<file path="src/rtl/midi_pkg.sv">
// Shared constants for the multi-channel MIDI UART:
// register map, STATUS bit layout and RX/TX state encodings.
package midi_pkg;

    localparam logic [1:0] REG_DATA   = 2'd0;
    localparam logic [1:0] REG_STATUS = 2'd1;
    localparam logic [1:0] REG_CTRL   = 2'd2;

    localparam int ST_TX_LVL    = 8;
    localparam int ST_RX_OVF    = 16;
    localparam int ST_FRAME_ERR = 17;
    localparam int ST_TX_OVF    = 18;
    localparam int ST_TX_BUSY   = 19;

    typedef enum logic [1:0] {
        RX_IDLE, RX_START, RX_DATA, RX_STOP
    } rx_state_e;

    typedef enum logic [1:0] {
        TX_IDLE, TX_START, TX_DATA, TX_STOP
    } tx_state_e;

endpackage

</file>
<file path="src/rtl/midi_wb_if.sv">
// Wishbone slot bundle for the MIDI peripheral.
// The master drives the cycle; the slave answers with ack/rdata.
interface midi_wb_if #(
    parameter int DW = 32
);
    logic [3:0]    wb_addr;
    logic [DW-1:0] wb_rdata;
    logic [DW-1:0] wb_wdata;
    logic          wb_we;
    logic          wb_cyc;
    logic          wb_ack;

    modport master (
        output wb_addr, wb_wdata, wb_we, wb_cyc,
        input  wb_rdata, wb_ack
    );

    modport slave (
        input  wb_addr, wb_wdata, wb_we, wb_cyc,
        output wb_rdata, wb_ack
    );
endinterface

</file>
<file path="src/rtl/fifo_sync_ram.sv">
// Synchronous FIFO with a show-ahead head word.
// A pop on a full FIFO frees the slot for a same-cycle push.
module fifo_sync_ram #(
    parameter int W  = 8,
    parameter int AW = 4
) (
    input  logic         clk,
    input  logic         rst,
    input  logic         push,
    input  logic         pop,
    input  logic [W-1:0] wdata,
    output logic [W-1:0] rdata,
    output logic [AW:0]  level,
    output logic         full,
    output logic         empty
);
    logic [W-1:0]  mem_q [2**AW];
    logic [AW-1:0] wr_q, wr_d, rd_q, rd_d;
    logic [AW:0]   lvl_q, lvl_d;
    logic          do_push, do_pop;

    assign empty   = (lvl_q == '0);
    assign full    = lvl_q[AW];
    assign do_pop  = pop & ~empty;
    assign do_push = push & (~full | do_pop);
    assign rdata   = mem_q[rd_q];
    assign level   = lvl_q;

    // Pointer and level bookkeeping
    always_comb begin
        wr_d  = wr_q + AW'(do_push);
        rd_d  = rd_q + AW'(do_pop);
        lvl_d = lvl_q + (AW+1)'(do_push) - (AW+1)'(do_pop);
    end

    // Storage needs no reset; only the pointers do
    always_ff @(posedge clk) begin
        if (do_push) mem_q[wr_q] <= wdata;
    end

    // Pointer registers
    always_ff @(posedge clk) begin
        if (rst) begin
            wr_q  <= '0;
            rd_q  <= '0;
            lvl_q <= '0;
        end else begin
            wr_q  <= wr_d;
            rd_q  <= rd_d;
            lvl_q <= lvl_d;
        end
    end
endmodule

</file>
<file path="src/rtl/midi_chan.sv">
// One 8N1 MIDI port: input synchroniser, RX/TX shifters,
// TX/RX FIFOs and the sticky error flags.
module midi_chan
    import midi_pkg::*;
#(
    parameter int DIV = 767,
    parameter int AW  = 4
) (
    input  logic        clk,
    input  logic        rst,
    input  logic        rx_in,
    output logic        tx_out,
    input  logic        tx_push,
    input  logic [7:0]  tx_wdata,
    input  logic        rx_pop,
    output logic [7:0]  rx_rdata,
    input  logic        clr_rx_ovf,
    input  logic        clr_frame_err,
    input  logic        clr_tx_ovf,
    output logic [AW:0] rx_level,
    output logic [AW:0] tx_level,
    output logic        rx_ovf,
    output logic        frame_err,
    output logic        tx_ovf,
    output logic        tx_busy
);
    localparam int CW = $clog2(DIV + 1);
    localparam logic [CW-1:0] CNT_DIV  = CW'(DIV);
    localparam logic [CW-1:0] CNT_HALF = CW'(DIV / 2);

    logic          sync1_q, sync2_q;
    rx_state_e     rx_st_q, rx_st_d;
    logic [CW-1:0] rx_cnt_q, rx_cnt_d;
    logic [2:0]    rx_bit_q, rx_bit_d;
    logic [7:0]    rx_sh_q, rx_sh_d;
    logic          rx_push, fe_set;
    tx_state_e     tx_st_q, tx_st_d;
    logic [CW-1:0] tx_cnt_q, tx_cnt_d;
    logic [2:0]    tx_bit_q, tx_bit_d;
    logic [7:0]    tx_sh_q, tx_sh_d;
    logic          tx_o_q, tx_o_d, tx_pop;
    logic [7:0]    tx_head;
    logic          rx_full, rx_empty, tx_full, tx_empty;
    logic          rx_ovf_q, rx_ovf_d, fe_q, fe_d, tx_ovf_q, tx_ovf_d;

    fifo_sync_ram #(.W(8), .AW(AW)) u_rx_fifo (
        .clk(clk), .rst(rst), .push(rx_push), .pop(rx_pop),
        .wdata(rx_sh_q), .rdata(rx_rdata), .level(rx_level),
        .full(rx_full), .empty(rx_empty)
    );

    fifo_sync_ram #(.W(8), .AW(AW)) u_tx_fifo (
        .clk(clk), .rst(rst), .push(tx_push), .pop(tx_pop),
        .wdata(tx_wdata), .rdata(tx_head), .level(tx_level),
        .full(tx_full), .empty(tx_empty)
    );

    // Receiver: mid-bit sampling off the synchronised line
    always_comb begin
        rx_st_d  = rx_st_q;
        rx_cnt_d = rx_cnt_q;
        rx_bit_d = rx_bit_q;
        rx_sh_d  = rx_sh_q;
        rx_push  = 1'b0;
        fe_set   = 1'b0;
        unique case (rx_st_q)
            RX_IDLE: if (!sync2_q) begin
                rx_cnt_d = CNT_HALF;
                rx_st_d  = RX_START;
            end
            RX_START: if (rx_cnt_q != '0) begin
                rx_cnt_d = rx_cnt_q - CW'(1);
            end else if (!sync2_q) begin
                rx_cnt_d = CNT_DIV;
                rx_bit_d = '0;
                rx_st_d  = RX_DATA;
            end else begin
                rx_st_d = RX_IDLE;
            end
            RX_DATA: if (rx_cnt_q != '0) begin
                rx_cnt_d = rx_cnt_q - CW'(1);
            end else begin
                rx_sh_d  = {sync2_q, rx_sh_q[7:1]};
                rx_cnt_d = CNT_DIV;
                rx_bit_d = rx_bit_q + 3'd1;
                if (rx_bit_q == 3'd7) rx_st_d = RX_STOP;
            end
            RX_STOP: if (rx_cnt_q != '0) begin
                rx_cnt_d = rx_cnt_q - CW'(1);
            end else begin
                rx_push = sync2_q;
                fe_set  = ~sync2_q;
                rx_st_d = RX_IDLE;
            end
            default: rx_st_d = RX_IDLE;
        endcase
    end

    // Transmitter: stop bit chains straight into the next start
    always_comb begin
        tx_st_d  = tx_st_q;
        tx_cnt_d = tx_cnt_q;
        tx_bit_d = tx_bit_q;
        tx_sh_d  = tx_sh_q;
        tx_o_d   = tx_o_q;
        tx_pop   = 1'b0;
        unique case (tx_st_q)
            TX_IDLE: if (!tx_empty) begin
                tx_pop   = 1'b1;
                tx_sh_d  = tx_head;
                tx_cnt_d = CNT_DIV;
                tx_o_d   = 1'b0;
                tx_st_d  = TX_START;
            end
            TX_START: if (tx_cnt_q != '0) begin
                tx_cnt_d = tx_cnt_q - CW'(1);
            end else begin
                tx_cnt_d = CNT_DIV;
                tx_bit_d = '0;
                tx_o_d   = tx_sh_q[0];
                tx_st_d  = TX_DATA;
            end
            TX_DATA: if (tx_cnt_q != '0) begin
                tx_cnt_d = tx_cnt_q - CW'(1);
            end else begin
                tx_cnt_d = CNT_DIV;
                if (tx_bit_q == 3'd7) begin
                    tx_o_d  = 1'b1;
                    tx_st_d = TX_STOP;
                end else begin
                    tx_bit_d = tx_bit_q + 3'd1;
                    tx_sh_d  = {1'b0, tx_sh_q[7:1]};
                    tx_o_d   = tx_sh_q[1];
                end
            end
            TX_STOP: if (tx_cnt_q != '0) begin
                tx_cnt_d = tx_cnt_q - CW'(1);
            end else if (!tx_empty) begin
                tx_pop   = 1'b1;
                tx_sh_d  = tx_head;
                tx_cnt_d = CNT_DIV;
                tx_o_d   = 1'b0;
                tx_st_d  = TX_START;
            end else begin
                tx_o_d  = 1'b1;
                tx_st_d = TX_IDLE;
            end
            default: tx_st_d = TX_IDLE;
        endcase
    end

    // Stickies: a new event wins over a same-cycle clear
    always_comb begin
        rx_ovf_d = (rx_ovf_q & ~clr_rx_ovf) | (rx_push & rx_full & ~rx_pop);
        fe_d     = (fe_q & ~clr_frame_err) | fe_set;
        tx_ovf_d = (tx_ovf_q & ~clr_tx_ovf) | (tx_push & tx_full & ~tx_pop);
    end

    // State registers; reset drops any frame in flight
    always_ff @(posedge clk) begin
        if (rst) begin
            sync1_q  <= 1'b1;
            sync2_q  <= 1'b1;
            rx_st_q  <= RX_IDLE;
            rx_cnt_q <= '0;
            rx_bit_q <= '0;
            rx_sh_q  <= '0;
            tx_st_q  <= TX_IDLE;
            tx_cnt_q <= '0;
            tx_bit_q <= '0;
            tx_sh_q  <= '0;
            tx_o_q   <= 1'b1;
            rx_ovf_q <= 1'b0;
            fe_q     <= 1'b0;
            tx_ovf_q <= 1'b0;
        end else begin
            sync1_q  <= rx_in;
            sync2_q  <= sync1_q;
            rx_st_q  <= rx_st_d;
            rx_cnt_q <= rx_cnt_d;
            rx_bit_q <= rx_bit_d;
            rx_sh_q  <= rx_sh_d;
            tx_st_q  <= tx_st_d;
            tx_cnt_q <= tx_cnt_d;
            tx_bit_q <= tx_bit_d;
            tx_sh_q  <= tx_sh_d;
            tx_o_q   <= tx_o_d;
            rx_ovf_q <= rx_ovf_d;
            fe_q     <= fe_d;
            tx_ovf_q <= tx_ovf_d;
        end
    end

    assign tx_out    = tx_o_q;
    assign rx_ovf    = rx_ovf_q;
    assign frame_err = fe_q;
    assign tx_ovf    = tx_ovf_q;
    assign tx_busy   = (tx_st_q != TX_IDLE) | ~tx_empty;
endmodule

</file>
<file path="src/rtl/midi_wb.sv">
// N_CH-port MIDI UART on one Wishbone slot.
// addr[3:2] picks the channel, addr[1:0] the register.
module midi_wb
    import midi_pkg::*;
#(
    parameter int N_CH    = 2,
    parameter int DIV     = 767,
    parameter int FIFO_AW = 4,
    parameter int DW      = 32
) (
    input  logic            clk,
    input  logic            rst,
    input  logic [N_CH-1:0] midi_rx,
    output logic [N_CH-1:0] midi_tx,
    midi_wb_if.slave        wb,
    output logic            irq
);
    logic [1:0]        ch_idx, reg_idx;
    logic              acc, wr, rd;
    logic              ack_q, ack_d, irq_q, irq_d;
    logic [DW-1:0]     rdata_q, rdata_d;
    logic [N_CH-1:0]   sel, tx_push, rx_pop;
    logic [N_CH-1:0]   clr_rx, clr_fe, clr_tx;
    logic [N_CH-1:0]   rx_ovf, fe, tx_ovf, tx_busy, irq_src;
    logic [N_CH-1:0]   rx_ie_q, rx_ie_d, tx_ie_q, tx_ie_d;
    logic [7:0]        rx_data [N_CH];
    logic [FIFO_AW:0]  rx_lvl [N_CH];
    logic [FIFO_AW:0]  tx_lvl [N_CH];
    logic              unused_wdata;

    assign ch_idx  = wb.wb_addr[3:2];
    assign reg_idx = wb.wb_addr[1:0];
    assign acc     = wb.wb_cyc & ~ack_q;
    assign wr      = acc & wb.wb_we;
    assign rd      = acc & ~wb.wb_we;
    assign unused_wdata = ^{wb.wb_wdata[DW-1:19], wb.wb_wdata[15:8]};

    for (genvar i = 0; i < N_CH; i++) begin : g_ch
        assign sel[i]     = (ch_idx == 2'(i));
        assign tx_push[i] = wr & sel[i] & (reg_idx == REG_DATA);
        assign rx_pop[i]  = rd & sel[i] & (reg_idx == REG_DATA);
        assign clr_rx[i]  = wr & sel[i] & (reg_idx == REG_CTRL) & wb.wb_wdata[16];
        assign clr_fe[i]  = wr & sel[i] & (reg_idx == REG_CTRL) & wb.wb_wdata[17];
        assign clr_tx[i]  = wr & sel[i] & (reg_idx == REG_CTRL) & wb.wb_wdata[18];
        assign irq_src[i] = (rx_ie_q[i] & (rx_lvl[i] != '0))
                          | (tx_ie_q[i] & ~tx_busy[i]);

        midi_chan #(.DIV(DIV), .AW(FIFO_AW)) u_chan (
            .clk(clk), .rst(rst),
            .rx_in(midi_rx[i]), .tx_out(midi_tx[i]),
            .tx_push(tx_push[i]), .tx_wdata(wb.wb_wdata[7:0]),
            .rx_pop(rx_pop[i]), .rx_rdata(rx_data[i]),
            .clr_rx_ovf(clr_rx[i]), .clr_frame_err(clr_fe[i]),
            .clr_tx_ovf(clr_tx[i]),
            .rx_level(rx_lvl[i]), .tx_level(tx_lvl[i]),
            .rx_ovf(rx_ovf[i]), .frame_err(fe[i]),
            .tx_ovf(tx_ovf[i]), .tx_busy(tx_busy[i])
        );
    end

    // CTRL enables
    always_comb begin
        rx_ie_d = rx_ie_q;
        tx_ie_d = tx_ie_q;
        for (int i = 0; i < N_CH; i++) begin
            if (wr && sel[i] && reg_idx == REG_CTRL) begin
                rx_ie_d[i] = wb.wb_wdata[0];
                tx_ie_d[i] = wb.wb_wdata[1];
            end
        end
    end

    // Read mux; zero outside the access cycle and for absent channels
    always_comb begin
        rdata_d = '0;
        for (int i = 0; i < N_CH; i++) begin
            if (rd && sel[i]) begin
                case (reg_idx)
                    REG_DATA: begin
                        if (rx_lvl[i] == '0) rdata_d[DW-1] = 1'b1;
                        else rdata_d[7:0] = rx_data[i];
                    end
                    REG_STATUS: begin
                        rdata_d[FIFO_AW:0]                 = rx_lvl[i];
                        rdata_d[ST_TX_LVL +: FIFO_AW+1]    = tx_lvl[i];
                        rdata_d[ST_RX_OVF]                 = rx_ovf[i];
                        rdata_d[ST_FRAME_ERR]              = fe[i];
                        rdata_d[ST_TX_OVF]                 = tx_ovf[i];
                        rdata_d[ST_TX_BUSY]                = tx_busy[i];
                    end
                    REG_CTRL: begin
                        rdata_d[0] = rx_ie_q[i];
                        rdata_d[1] = tx_ie_q[i];
                    end
                    default: rdata_d = '0;
                endcase
            end
        end
    end

    // Single-cycle ack and registered irq
    always_comb begin
        ack_d = wb.wb_cyc & ~ack_q;
        irq_d = |irq_src;
    end

    // Bus-side registers
    always_ff @(posedge clk) begin
        if (rst) begin
            ack_q   <= 1'b0;
            rdata_q <= '0;
            irq_q   <= 1'b0;
            rx_ie_q <= '0;
            tx_ie_q <= '0;
        end else begin
            ack_q   <= ack_d;
            rdata_q <= rdata_d;
            irq_q   <= irq_d;
            rx_ie_q <= rx_ie_d;
            tx_ie_q <= tx_ie_d;
        end
    end

    assign wb.wb_ack   = ack_q;
    assign wb.wb_rdata = rdata_q;
    assign irq         = irq_q;
endmodule

</file>
<file path="src/flat_wrapper.sv">
// flat-port wrapper written by rule: the top's interface ports become plain ports
module midi_wb_flat import midi_pkg::*;
#(
    parameter int N_CH    = 2,
    parameter int DIV     = 767,
    parameter int FIFO_AW = 4,
    parameter int DW      = 32
)
  (clk, rst, midi_rx, midi_tx, irq, wb_wb_addr, wb_wb_wdata, wb_wb_we, wb_wb_cyc, wb_wb_rdata, wb_wb_ack);
  midi_wb_if #(.DW(DW)) wb_i ();
  input  logic clk;
  input  logic rst;
  input  logic [N_CH-1:0] midi_rx;
  output logic [N_CH-1:0] midi_tx;
  output logic irq;
  input wire logic [$bits(wb_i.wb_addr)-1:0] wb_wb_addr;
  input wire logic [$bits(wb_i.wb_wdata)-1:0] wb_wb_wdata;
  input wire logic [$bits(wb_i.wb_we)-1:0] wb_wb_we;
  input wire logic [$bits(wb_i.wb_cyc)-1:0] wb_wb_cyc;
  output wire logic [$bits(wb_i.wb_rdata)-1:0] wb_wb_rdata;
  output wire logic [$bits(wb_i.wb_ack)-1:0] wb_wb_ack;
  assign wb_i.wb_addr = wb_wb_addr;
  assign wb_i.wb_wdata = wb_wb_wdata;
  assign wb_i.wb_we = wb_wb_we;
  assign wb_i.wb_cyc = wb_wb_cyc;
  assign wb_wb_rdata = wb_i.wb_rdata;
  assign wb_wb_ack = wb_i.wb_ack;
  midi_wb #(.N_CH(N_CH), .DIV(DIV), .FIFO_AW(FIFO_AW), .DW(DW)) u_core (.clk(clk), .rst(rst), .midi_rx(midi_rx), .midi_tx(midi_tx), .wb(wb_i), .irq(irq));
endmodule
</file>
<file path="config.mk">
export PLATFORM = sky130hd
export DESIGN_NAME = midi_wb_flat
export DESIGN_NICKNAME = d
export VERILOG_FILES = /design/src/rtl/midi_pkg.sv /design/src/rtl/midi_wb_if.sv /design/src/rtl/fifo_sync_ram.sv /design/src/rtl/midi_chan.sv /design/src/rtl/midi_wb.sv /design/src/flat_wrapper.sv
export SDC_FILE = /design/constraint.sdc
export NUM_CORES = 1
export LEC_CHECK = 0
export ABC_AREA = 1
export CAP_MARGIN = 10
export CELL_PAD_IN_SITES_DETAIL_PLACEMENT = 1
export CELL_PAD_IN_SITES_GLOBAL_PLACEMENT = 1
export CORE_ASPECT_RATIO = 1.1
export CORE_MARGIN = 1.5
export CORE_UTILIZATION = 44
export DETAILED_ROUTE_END_ITERATION = 12
export MAX_ROUTING_LAYER = met4
export PLACE_DENSITY = 0.86
export SETUP_SLACK_MARGIN = 0.2
export SLEW_MARGIN = 20
export SYNTH_ARGS = -nofsm -noshare
export SYNTH_HDL_FRONTEND = slang
export SYNTH_HIERARCHICAL = 1
export SYNTH_SLANG_ARGS = --single-unit
</file>
<file path="constraint.sdc">
create_clock -name clk -period 3.1 [get_ports clk]
set_clock_uncertainty 0.1 [all_clocks]
set_input_delay 0.62 -clock clk [delete_from_list [all_inputs] [get_ports clk]]
set_output_delay 0.62 -clock clk [all_outputs]
set_load 0.1 [all_outputs]
</file>
==> impl_metrics.prom, run 1 <==
# TYPE chip_impl_metric gauge
chip_impl_metric{name="power_frac_clock",unit="%"} 31.5
chip_impl_metric{name="vias",unit=""} 26062
chip_impl_metric{name="maxClockFrequency",unit="GHz"} 0.322
chip_impl_info{name="ctsRootBufferMaster",value="sky130_fd_sc_hd__clkbuf_16"} 1
chip_impl_metric{name="grt.total_usage",unit="%"} 25.5
chip_impl_metric{name="sequentialPowerShare",unit="%"} 40.0
chip_impl_metric{name="comb_power_share",unit="%"} 28.5
chip_impl_metric{name="max-cap-violations",unit=""} 0
chip_impl_metric{name="worst_skew_pair.late_latency",unit="ps"} 630
chip_impl_metric{name="htree_num_levels",unit=""} 3
chip_impl_metric{name="yosysWarningCount",unit=""} 6
chip_impl_metric{name="postLayoutSetupSlackWorst",unit="ps"} -1.23
chip_impl_metric{name="setup-violations-final",unit=""} 1
chip_impl_metric{name="netlist_area",unit="sq um"} 32700
chip_impl_info{name="yosys_most_used_dff",value="sky130_fd_sc_hd__edfxtp_1"} 1
chip_impl_metric{name="cp.required",unit="ps"} 3500
chip_impl_metric{name="ys_seq_area_share",unit="%"} 58.1
chip_impl_metric{name="p_leak",unit="nW"} 16.4
chip_impl_metric{name="timing.final.crit_share",unit="%"} 100
chip_impl_info{name="critPathKind",value="register to register"} 1
chip_impl_metric{name="worst-endpoint-arrival",unit="ps"} 3500
chip_impl_metric{name="fin_tns_setup",unit="ps"} -1.23
chip_impl_metric{name="clk_path_buf_depth",unit=""} 3
chip_impl_metric{name="io-pin-count",unit=""} 78
chip_impl_info{name="cts_tree",value="done"} 1
chip_impl_metric{name="cts.reportedPaths.clkPinSlew",unit="ps"} 60
chip_impl_metric{name="finalCriticalPeriod",unit="ps"} 3100
chip_impl_info{name="hp-class",value="register to register"} 1
chip_impl_metric{name="fp.coreArea",unit="sq um"} 73400
chip_impl_metric{name="tightestPinTransition",unit="ps"} 919
chip_impl_metric{name="wirelength_met1",unit="um"} 38800
chip_impl_metric{name="pwr_density_cell",unit="nW/um^2"} 725
chip_impl_info{name="synth.area.top_cells",value="sky130_fd_sc_hd__edfxtp_1 47%, sky130_fd_sc_hd__nand2_1 12%, sky130_fd_sc_hd__dfxtp_1 11%"} 1
chip_impl_metric{name="number_of_antenna_violations_at_the_first_check_in_global_routing",unit=""} 2
chip_impl_metric{name="start_util",unit="%"} 44.5
chip_impl_metric{name="fp-row-count",unit=""} 104
chip_impl_info{name="mostFrequentLayoutCells",value="1006 x sky130_fd_sc_hd__nand2_1, 585 x sky130_fd_sc_hd__inv_1, 512 x sky130_fd_sc_hd__edfxtp_1, 471 x sky130_fd_sc_hd__nand3_1, 249 x sky130_fd_sc_hd__nor2_1"} 1
chip_impl_metric{name="route.met3.wl",unit="um"} 4710
chip_impl_metric{name="detailed_placement_hpwl",unit="um"} 58800
chip_impl_metric{name="floorplan.die_area",unit="sq um"} 75900
chip_impl_metric{name="critPathMaxFanout",unit=""} 3
chip_impl_metric{name="netlist.area_leader.share",unit="%"} 47.0
chip_impl_metric{name="numPortBuffers",unit=""} 42
chip_impl_metric{name="placedInstanceArea",unit="sq um"} 34400
chip_impl_metric{name="proportion_of_layout_cells_with_a_drive_suffix_above_1",unit="%"} 13.0
chip_impl_metric{name="p_int",unit="mW"} 17.9
chip_impl_metric{name="residual_drc",unit=""} 0
chip_impl_metric{name="syn_area_per_cell",unit="sq um"} 8.95
chip_impl_metric{name="ys_types",unit=""} 46
chip_impl_metric{name="ys_async_sr_fraction",unit="%"} 0
chip_impl_info{name="critPathCaptureType",value="register"} 1
chip_impl_metric{name="initialDrtViolationCount",unit=""} 2064
chip_impl_metric{name="place_worst_setup_slack",unit="ps"} -414
chip_impl_metric{name="syn2layout_area_growth",unit="%"} 14.8
chip_impl_metric{name="pin_count_of_the_biggest_net_entering_global_routing",unit=""} 66
chip_impl_metric{name="grt_overflow",unit=""} 0
chip_impl_metric{name="seq_area",unit="sq um"} 19000
chip_impl_metric{name="max_slew_margin",unit="%"} 38.6
chip_impl_metric{name="syn-instance-count",unit=""} 3651
chip_impl_metric{name="num-fill-cells",unit=""} 8505
chip_impl_info{name="setup_repair_after_global_routing_missed_its_margin",value="yes"} 1
chip_impl_metric{name="timing.hold.ws",unit="ps"} 272
chip_impl_metric{name="wirelength",unit="um"} 98300
chip_impl_metric{name="layout.nets",unit=""} 3960
chip_impl_metric{name="die_y",unit="um"} 289
chip_impl_info{name="start_kind",value="register"} 1
chip_impl_metric{name="gpl_congestion",unit=""} 0.859
chip_impl_info{name="status",value="complete, but fails checks"} 1
chip_impl_metric{name="dieWidth",unit="um"} 263
chip_impl_metric{name="grt_pass1_wl",unit="um"} 149000
chip_impl_metric{name="p_sw_share",unit="%"} 34.1
chip_impl_metric{name="cts_buffers",unit=""} 74
chip_impl_metric{name="routed_wire_length_per_instance",unit="um"} 20.3
chip_impl_metric{name="peak_vdd_ir",unit="V"} 0.000447
chip_impl_info{name="violations",value="setup timing"} 1
chip_impl_metric{name="detailedRoute.firstPassIterationCount",unit=""} 6
chip_impl_metric{name="final-hold-violation-count",unit=""} 0
chip_impl_metric{name="post_layout_nonfiller_instances",unit=""} 4845
chip_impl_metric{name="met2RoutedLength",unit="um"} 51200
chip_impl_metric{name="tritoncts_num_sinks",unit=""} 692
chip_impl_info{name="topRoutingLayerUsed",value="met4"} 1
chip_impl_metric{name="postRouteAntennaNets",unit=""} 0
chip_impl_metric{name="grt_pass1_vias",unit=""} 27544
chip_impl_metric{name="footprint_of_the_multi_input_gates",unit="sq um"} 10700
chip_impl_metric{name="fin_area",unit="sq um"} 37500
chip_impl_metric{name="total_net_switching_power",unit="mW"} 9.28
chip_impl_info{name="layout_commonest_cell",value="sky130_fd_sc_hd__nand2_1"} 1
chip_impl_metric{name="placed_cells_incl_taps",unit=""} 4662
chip_impl_metric{name="number_of_enable_flip_flop_cells_after_synthesis",unit=""} 512
chip_impl_metric{name="routed_via_density",unit=""} 5.38
chip_impl_info{name="yosysTopAreaCell",value="sky130_fd_sc_hd__edfxtp_1"} 1
chip_impl_metric{name="postSynthRegisterBits",unit=""} 692
chip_impl_metric{name="finalMaxSlewViolations",unit=""} 0
==> kinds of logic after synthesis <==
group / Yosys count / synth area share [%]
AOI/OAI and AO/OA: 224 / 3.61
buffers and inverters: 779 / 10.4
other: 1 / 0.0115
DFF: 692 / 58.1
and+or+nand+nor: 1847 / 23.9
adders and majority gates: 83 / 3.27
xor gates and xnor gates: 19 / 0.509
muxes: 6 / 0.184
==> final timing paths <==
| check | to | cells past startpoint | slack [ps] | startpoint |
|---|---|---|---|---|
| worst max-delay path | u_core/g_ch[0].u_chan/tx_st_q[0]$_SDFFE_PP0P_ | 20 | -1 | u_core/g_ch[0].u_chan/u_tx_fifo/level[3]$_SDFF_PP0_ |
| worst min-delay path | u_core/g_ch[1].u_chan/sync2_q$_SDFF_PP1_ | 1 | 270 | u_core/g_ch[1].u_chan/sync1_q$_SDFF_PP1_ |
| worst max register to register | u_core/g_ch[0].u_chan/tx_st_q[0]$_SDFFE_PP0P_ | 20 | -1 | u_core/g_ch[0].u_chan/u_tx_fifo/level[3]$_SDFF_PP0_ |
| worst min register to register | u_core/g_ch[1].u_chan/sync2_q$_SDFF_PP1_ | 1 | 270 | u_core/g_ch[1].u_chan/sync1_q$_SDFF_PP1_ |
==> routing by layer <==
| metal | global-route usage (%) | up-vias |
|---|---|---|
| met5 | - | - |
| met4 | 9.86 | 0 |
| met3 | 3.04 | 266 |
| met2 | 45.9 | 830 |
| met1 | 29.2 | 12958 |
| li1 | - | 12008 |
==> flip-flops by register name, summed over array words and instances, names as in the netlist, 4 cells and up, named ones only <==
register and cells:
u_core/g_ch.u_chan/u_rx_fifo/level 10, u_core/g_ch.u_chan/u_tx_fifo/rd_q 8, u_core/g_ch.u_chan/u_tx_fifo/mem_q 256, u_core/g_ch.u_chan/u_tx_fifo/level 10
u_core/g_ch.u_chan/tx_sh_q 16, u_core/g_ch.u_chan/u_rx_fifo/wr_q 8, u_core/wb.wb_rdata 18, u_core/g_ch.u_chan/tx_bit_q 6
u_core/g_ch.u_chan/u_tx_fifo/wr_q 8, u_core/g_ch.u_chan/rx_bit_q 6, u_core/g_ch.u_chan/tx_st_q 4, u_core/g_ch.u_chan/tx_cnt_q 20
u_core/g_ch.u_chan/u_rx_fifo/mem_q 256, u_core/g_ch.u_chan/u_rx_fifo/rd_q 8, u_core/g_ch.u_chan/rx_sh_q 16, u_core/g_ch.u_chan/rx_cnt_q 20
==> per-stage QoR <==
step	utilization, %	total power [mW]
global placement	46.9	16.8
global route	51.1	28.4
floorplan	-	15.6
detailed placement	46.9	17.1
finish	51.1	27.2
CTS	50.4	26.2
==> repair_timing <==
item                                    4_1_cts  5_1_grt
hold buffers                                  0        0
endpoints found under the setup margin        4      192
gates resized for setup                      45       96
pin swaps                                    18       40
buffers inserted                             23       28
==> critical path, stage by stage, from the launching register on <==
cell,delay [ps]
sky130_fd_sc_hd__dfxtp_2,330
sky130_fd_sc_hd__inv_2,90
sky130_fd_sc_hd__ha_4,130
sky130_fd_sc_hd__inv_2,40
sky130_fd_sc_hd__nor4_4,190
sky130_fd_sc_hd__inv_2,110
sky130_fd_sc_hd__buf_4,150
sky130_fd_sc_hd__buf_4,120
sky130_fd_sc_hd__buf_4,120
sky130_fd_sc_hd__buf_4,120
sky130_fd_sc_hd__buf_4,120
sky130_fd_sc_hd__buf_4,120
sky130_fd_sc_hd__buf_4,130
sky130_fd_sc_hd__buf_4,120
sky130_fd_sc_hd__buf_4,130
sky130_fd_sc_hd__buf_4,130
sky130_fd_sc_hd__buf_4,140
sky130_fd_sc_hd__nand2_1,140
sky130_fd_sc_hd__o211ai_1,210
sky130_fd_sc_hd__nand3_1,170
sky130_fd_sc_hd__a21oi_1,90
==> cell type report <==
cell class | instances | share of cell area [%]
timing repair buffer | 242 | 5.02
tap | 954 | 3.18
antenna | 1 | 0.00667
sequential | 692 | 50.7
clock inverter | 25 | 0.434
clock buffer | 106 | 5.70
multi-input combinational | 2193 | 28.6
inverter | 632 | 6.35
==> power by group through the flow <==
stage               sequential, mW  clock (mW)  combinational, mW
floorplan                     10.9           0               4.63
detailed placement            11.0           0               6.18
global placement              10.9           0               5.88
CTS                           10.8        8.69               6.74
finish                        10.9        8.57               7.75
global route                  10.9        9.04               8.45
==> Yosys cell counts (23+ instances only) <==
cell,count
sky130_fd_sc_hd__nand3_1,477
sky130_fd_sc_hd__o21ai_0,82
sky130_fd_sc_hd__edfxtp_1,512
sky130_fd_sc_hd__buf_4,30
sky130_fd_sc_hd__inv_1,617
sky130_fd_sc_hd__nand4_1,23
sky130_fd_sc_hd__nand2_1,1020
sky130_fd_sc_hd__buf_6,36
sky130_fd_sc_hd__ha_1,79
sky130_fd_sc_hd__buf_2,59
sky130_fd_sc_hd__dfxtp_1,180
sky130_fd_sc_hd__nor2_1,262
sky130_fd_sc_hd__a21oi_1,126
Note: power is estimated with default switching activity, not from simulation.
==> run 2: changes to the inputs <==
PLACE_DENSITY = 0.84   (was 0.86)
SYNTH_HIERARCHICAL = not set   (was 1)
==> run 2 against run 1 <==
The run now ends clean. Combinational power decreased by 17%. Via count decreased by 13%. Area after synthesis decreased by 8.0%. Sequential power about the same. Critical path depth decreased by 3. Cell count decreased by 16%. Final area decreased by 7.8%. Total power decreased by 3.1%. Non-clock buffer count decreased by 62. Die area decreased by 7.9%. Synthesized cell count decreased by 19%.
==> impl_metrics.prom, run 2 <==
# TYPE chip_impl_metric gauge
chip_impl_metric{name="ys_async_sr_fraction",unit="%"} 0
chip_impl_metric{name="cts_buffers",unit=""} 73
chip_impl_info{name="hold_start",value="rst"} 1
chip_impl_info{name="critPathCaptureType",value="register"} 1
chip_impl_metric{name="initialDrtViolationCount",unit=""} 1950
chip_impl_info{name="hp-class",value="input pin to register"} 1
chip_impl_metric{name="wirelength",unit="um"} 86900
chip_impl_metric{name="postRouteAntennaNets",unit=""} 0
chip_impl_metric{name="max_slew_margin",unit="%"} 38.0
chip_impl_metric{name="proportion_of_layout_cells_with_a_drive_suffix_above_1",unit="%"} 11.4
chip_impl_metric{name="placed_cells_incl_taps",unit=""} 3935
chip_impl_metric{name="vias",unit=""} 22753
chip_impl_metric{name="cp.required",unit="ps"} 3480
chip_impl_info{name="timing.hold.worst_endpoint",value="u_core.wb.wb_ack$_SDFF_PP0_"} 1
chip_impl_metric{name="worst_reg2reg_path_length_in_cells",unit=""} 17
chip_impl_metric{name="num-fill-cells",unit=""} 7413
chip_impl_metric{name="peak_vdd_ir",unit="V"} 0.000426
chip_impl_metric{name="grt_pass1_vias",unit=""} 24356
chip_impl_metric{name="pwr_density_cell",unit="nW/um^2"} 762
chip_impl_metric{name="fp-row-count",unit=""} 100
chip_impl_metric{name="numPortBuffers",unit=""} 42
chip_impl_metric{name="final-hold-violation-count",unit=""} 0
chip_impl_metric{name="post_layout_nonfiller_instances",unit=""} 4072
chip_impl_metric{name="worst-endpoint-arrival",unit="ps"} 3130
chip_impl_info{name="timing.rr.end",value="u_core.g_ch[0].u_chan.u_tx_fifo.level[4]$_SDFF_PP0_"} 1
chip_impl_metric{name="pin_count_of_the_biggest_net_entering_global_routing",unit=""} 97
chip_impl_metric{name="routed_wire_length_per_instance",unit="um"} 21.3
chip_impl_metric{name="fp.coreArea",unit="sq um"} 67700
chip_impl_info{name="cts_tree",value="done"} 1
chip_impl_metric{name="finalPower",unit="mW"} 26.3
chip_impl_metric{name="cts.hold.buffers_added",unit=""} 0
chip_impl_metric{name="netlist.area_leader.share",unit="%"} 51.1
chip_impl_metric{name="diodes",unit=""} 0
chip_impl_info{name="start_kind",value="register"} 1
chip_impl_metric{name="number_of_antenna_violations_at_the_first_check_in_global_routing",unit=""} 1
chip_impl_metric{name="syn2layout_area_growth",unit="%"} 15.0
chip_impl_metric{name="start_util",unit="%"} 44.4
chip_impl_metric{name="sequentialPowerShare",unit="%"} 41.4
chip_impl_metric{name="reg2reg_setup_slack",unit="ps"} 360
chip_impl_metric{name="power_frac_clock",unit="%"} 34.2
chip_impl_metric{name="detailedRoute.firstPassIterationCount",unit=""} 6
chip_impl_metric{name="finalMaxSlewViolations",unit=""} 0
chip_impl_metric{name="postSynthRegisterBits",unit=""} 692
chip_impl_metric{name="number_of_enable_flip_flop_cells_after_synthesis",unit=""} 512
chip_impl_metric{name="layout.nets",unit=""} 3217
chip_impl_metric{name="grt.total_usage",unit="%"} 25.5
chip_impl_metric{name="tritoncts_num_sinks",unit=""} 692
chip_impl_info{name="ctsRootBufferMaster",value="sky130_fd_sc_hd__clkbuf_16"} 1
chip_impl_info{name="yosys_most_used_dff",value="sky130_fd_sc_hd__edfxtp_1"} 1
chip_impl_metric{name="setup-violations-final",unit=""} 0
chip_impl_metric{name="comb_power_share",unit="%"} 24.4
chip_impl_info{name="biggestRegsByFlops",value="u_core.g_ch.u_chan.u_rx_fifo.mem_q (256), u_core.g_ch.u_chan.u_tx_fifo.mem_q (256)"} 1
chip_impl_metric{name="finish.utilization",unit="%"} 51.1
chip_impl_info{name="status",value="finished clean"} 1
chip_impl_metric{name="tightestPinTransition",unit="ps"} 930
chip_impl_metric{name="maxClockFrequency",unit="GHz"} 0.364
chip_impl_info{name="yosysTopAreaCell",value="sky130_fd_sc_hd__edfxtp_1"} 1
chip_impl_metric{name="postLayoutSetupSlackWorst",unit="ps"} 356
chip_impl_info{name="cp_cell_sequence",value="inv_1, ha_1, inv_1, nor2_1, nand4_1, nand2_2, nand2_4, nor2_4, inv_1, nand2_1, ha_1, inv_1, fa_1, nor3_1, a211oi_1, o21ai_1, a21oi_1"} 1
chip_impl_info{name="synth.area.top_cells",value="sky130_fd_sc_hd__edfxtp_1 51%, sky130_fd_sc_hd__dfxtp_1 12%, sky130_fd_sc_hd__nor2_1 6.0%"} 1
chip_impl_metric{name="htree_num_levels",unit=""} 3
chip_impl_metric{name="residual_drc",unit=""} 0
chip_impl_metric{name="routed_via_density",unit=""} 5.59
chip_impl_info{name="mostFrequentLayoutCells",value="512 x sky130_fd_sc_hd__edfxtp_1, 470 x sky130_fd_sc_hd__nor2_1, 449 x sky130_fd_sc_hd__nand2_1, 249 x sky130_fd_sc_hd__o21ai_0, 248 x sky130_fd_sc_hd__nand3_1"} 1
chip_impl_metric{name="clk_path_buf_depth",unit=""} 3
chip_impl_metric{name="ys_types",unit=""} 49
chip_impl_info{name="post_synth_most_frequent_cells",value="512 x sky130_fd_sc_hd__edfxtp_1, 477 x sky130_fd_sc_hd__nor2_1, 452 x sky130_fd_sc_hd__nand2_1"} 1
chip_impl_metric{name="p_int",unit="mW"} 17.6
chip_impl_metric{name="critPathMaxFanout",unit=""} 5
chip_impl_metric{name="syn-instance-count",unit=""} 2968
chip_impl_metric{name="holdPathStages",unit=""} 2
chip_impl_metric{name="timing.final.crit_share",unit="%"} 88.5
chip_impl_metric{name="p_leak",unit="nW"} 13.0
chip_impl_metric{name="dieWidth",unit="um"} 252
chip_impl_metric{name="fin_tns_setup",unit="ps"} 0
chip_impl_metric{name="critical-path-max-stage-delay",unit="ps"} 420
chip_impl_metric{name="floorplan.die_area",unit="sq um"} 69900
chip_impl_metric{name="ys_seq_area_share",unit="%"} 63.1
chip_impl_info{name="critPathKind",value="register to register"} 1
chip_impl_info{name="yosys.cell_count.top_type",value="sky130_fd_sc_hd__edfxtp_1"} 1
chip_impl_metric{name="die_y",unit="um"} 277
chip_impl_metric{name="netlist_area",unit="sq um"} 30100
chip_impl_metric{name="io-pin-count",unit=""} 78
chip_impl_info{name="worst_path_most_repeated_cell",value="sky130_fd_sc_hd__inv_1"} 1
chip_impl_info{name="critical-path-slowest-cell",value="sky130_fd_sc_hd__fa_1"} 1
chip_impl_metric{name="total_net_switching_power",unit="mW"} 8.74
chip_impl_metric{name="worst_skew_pair.late_latency",unit="ps"} 630
chip_impl_metric{name="finalCriticalPeriod",unit="ps"} 2740
chip_impl_metric{name="p_sw_share",unit="%"} 33.2
chip_impl_metric{name="max-cap-violations",unit=""} 0
chip_impl_info{name="layout_commonest_cell",value="sky130_fd_sc_hd__edfxtp_1"} 1
chip_impl_info{name="setup_repair_after_global_routing_missed_its_margin",value="yes"} 1
chip_impl_info{name="r2r-start",value="u_core.g_ch[0].u_chan.tx_cnt_q[1]$_SDFF_PP0_"} 1
chip_impl_metric{name="gpl_congestion",unit=""} 0.899
chip_impl_metric{name="cts.reportedPaths.clkPinSlew",unit="ps"} 70
chip_impl_metric{name="detailed_placement_hpwl",unit="um"} 54500
chip_impl_metric{name="place_worst_setup_slack",unit="ps"} -329
chip_impl_metric{name="yosysWarningCount",unit=""} 0
chip_impl_metric{name="grt_pass1_wl",unit="um"} 136000
chip_impl_metric{name="syn_area_per_cell",unit="sq um"} 10.1
chip_impl_metric{name="grt_overflow",unit=""} 0
[run 2: changes by cell type after synthesis, sizes merged, moves of 28 or more]
cell    before  now
o21ai       84  258
clkbuf      20   78
buf        127   64
nand2     1032  458
a21oi      129  157
o211ai       3   70
nand3      481  257
inv        628  231
nor2       277  488
[run 2: metal layers]
layer	wire, um	track usage (%)	vias to the layer above
met5	0	-	-
met4	2890	9.43	0
met3	4520	3.18	179
met2	44300	44.2	732
met1	35200	30.1	11408
li1	-	-	10434
[run 2: worst max-delay path: cells and delay by family (launching register included)]
family                     cells  cell delay (ps)
DFF                            1              320
adders and majority gates      3              750
buffers and inverters          4              290
and+or+nand+nor                7              850
AOI/OAI and AO/OA              3              260
[run 2: cell families after synthesis]
| group | synth area share [%] |
|---|---|
| buffers and inverters | 5.10 |
| XOR/XNOR | 0.815 |
| adder cells (fa/ha/maj) | 3.47 |
| AND/OR/NAND/NOR | 17.4 |
| flip-flops | 63.1 |
| other | 0.0125 |
| AO/OA/AOI/OAI | 10.1 |
[run 2: layout make-up]
type | instances | area [sq um] | share of cell area (%)
inverter | 236 | 886 | 2.56
tap | 918 | 1150 | 3.32
clock inverter | 37 | 398 | 1.15
clock buffer | 98 | 2060 | 5.95
multi-input combinational | 1911 | 9710 | 28.1
sequential | 692 | 19000 | 54.9
timing repair buffer | 180 | 1410 | 4.08
[run 2: power by group through the flow]
stage	Combinational [mW]	Clock (mW)	Sequential (mW)
after global routing	7.17	9.46	11.0
after floorplan	4.45	0	10.9
after global placement	5.62	0	11.0
after detailed placement	6.07	0	11.1
final	6.43	9.02	10.9
after CTS	6.28	9.12	10.9
[run 2: worst max path at each step]
stage / start / to / slack [ps] / cells after the start
3_3_place_gp: wb_wb_cyc / u_core.g_ch[0].u_chan.u_rx_fifo.level[4]$_SDFF_PP0_ / -220 / 16
4_1_cts: u_core.g_ch[1].u_chan.tx_cnt_q[0]$_SDFF_PP0_ / u_core.g_ch[1].u_chan.u_tx_fifo.level[4]$_SDFF_PP0_ / 180 / 17
3_5_place_dp: wb_wb_addr[0] / u_core.g_ch[1].u_chan.u_rx_fifo.level[4]$_SDFF_PP0_ / -330 / 16
2_1_floorplan: wb_wb_addr[0] / u_core.g_ch[0].u_chan.u_rx_fifo.level[4]$_SDFF_PP0_ / 310 / 13
5_1_grt: u_core.g_ch[0].u_chan.tx_cnt_q[1]$_SDFF_PP0_ / u_core.g_ch[0].u_chan.u_tx_fifo.level[4]$_SDFF_PP0_ / 190 / 17
6_report: u_core.g_ch[0].u_chan.tx_cnt_q[1]$_SDFF_PP0_ / u_core.g_ch[0].u_chan.u_tx_fifo.level[4]$_SDFF_PP0_ / 360 / 17
[run 2: per-stage QoR]
stage	area, sq um	hold WS (ps)
6_report	34600	181
5_1_grt	34600	202
4_1_cts	34500	156
3_5_place_dp	32000	309
3_3_place_gp	32000	308
2_1_floorplan	30100	289
[run 2: repair_timing]
action | in CTS | in global routing
endpoints found under the setup margin | 3 | 14
pin swaps | 0 | 8
gates resized for setup | 11 | 25
buffers inserted | 0 | 2
==> run 3: changes to the inputs <==
SKIP_LAST_GASP = 1   (was not set)
==> results of run 3 <==
Final layout, timing and power as in run 2 (identical DEF).
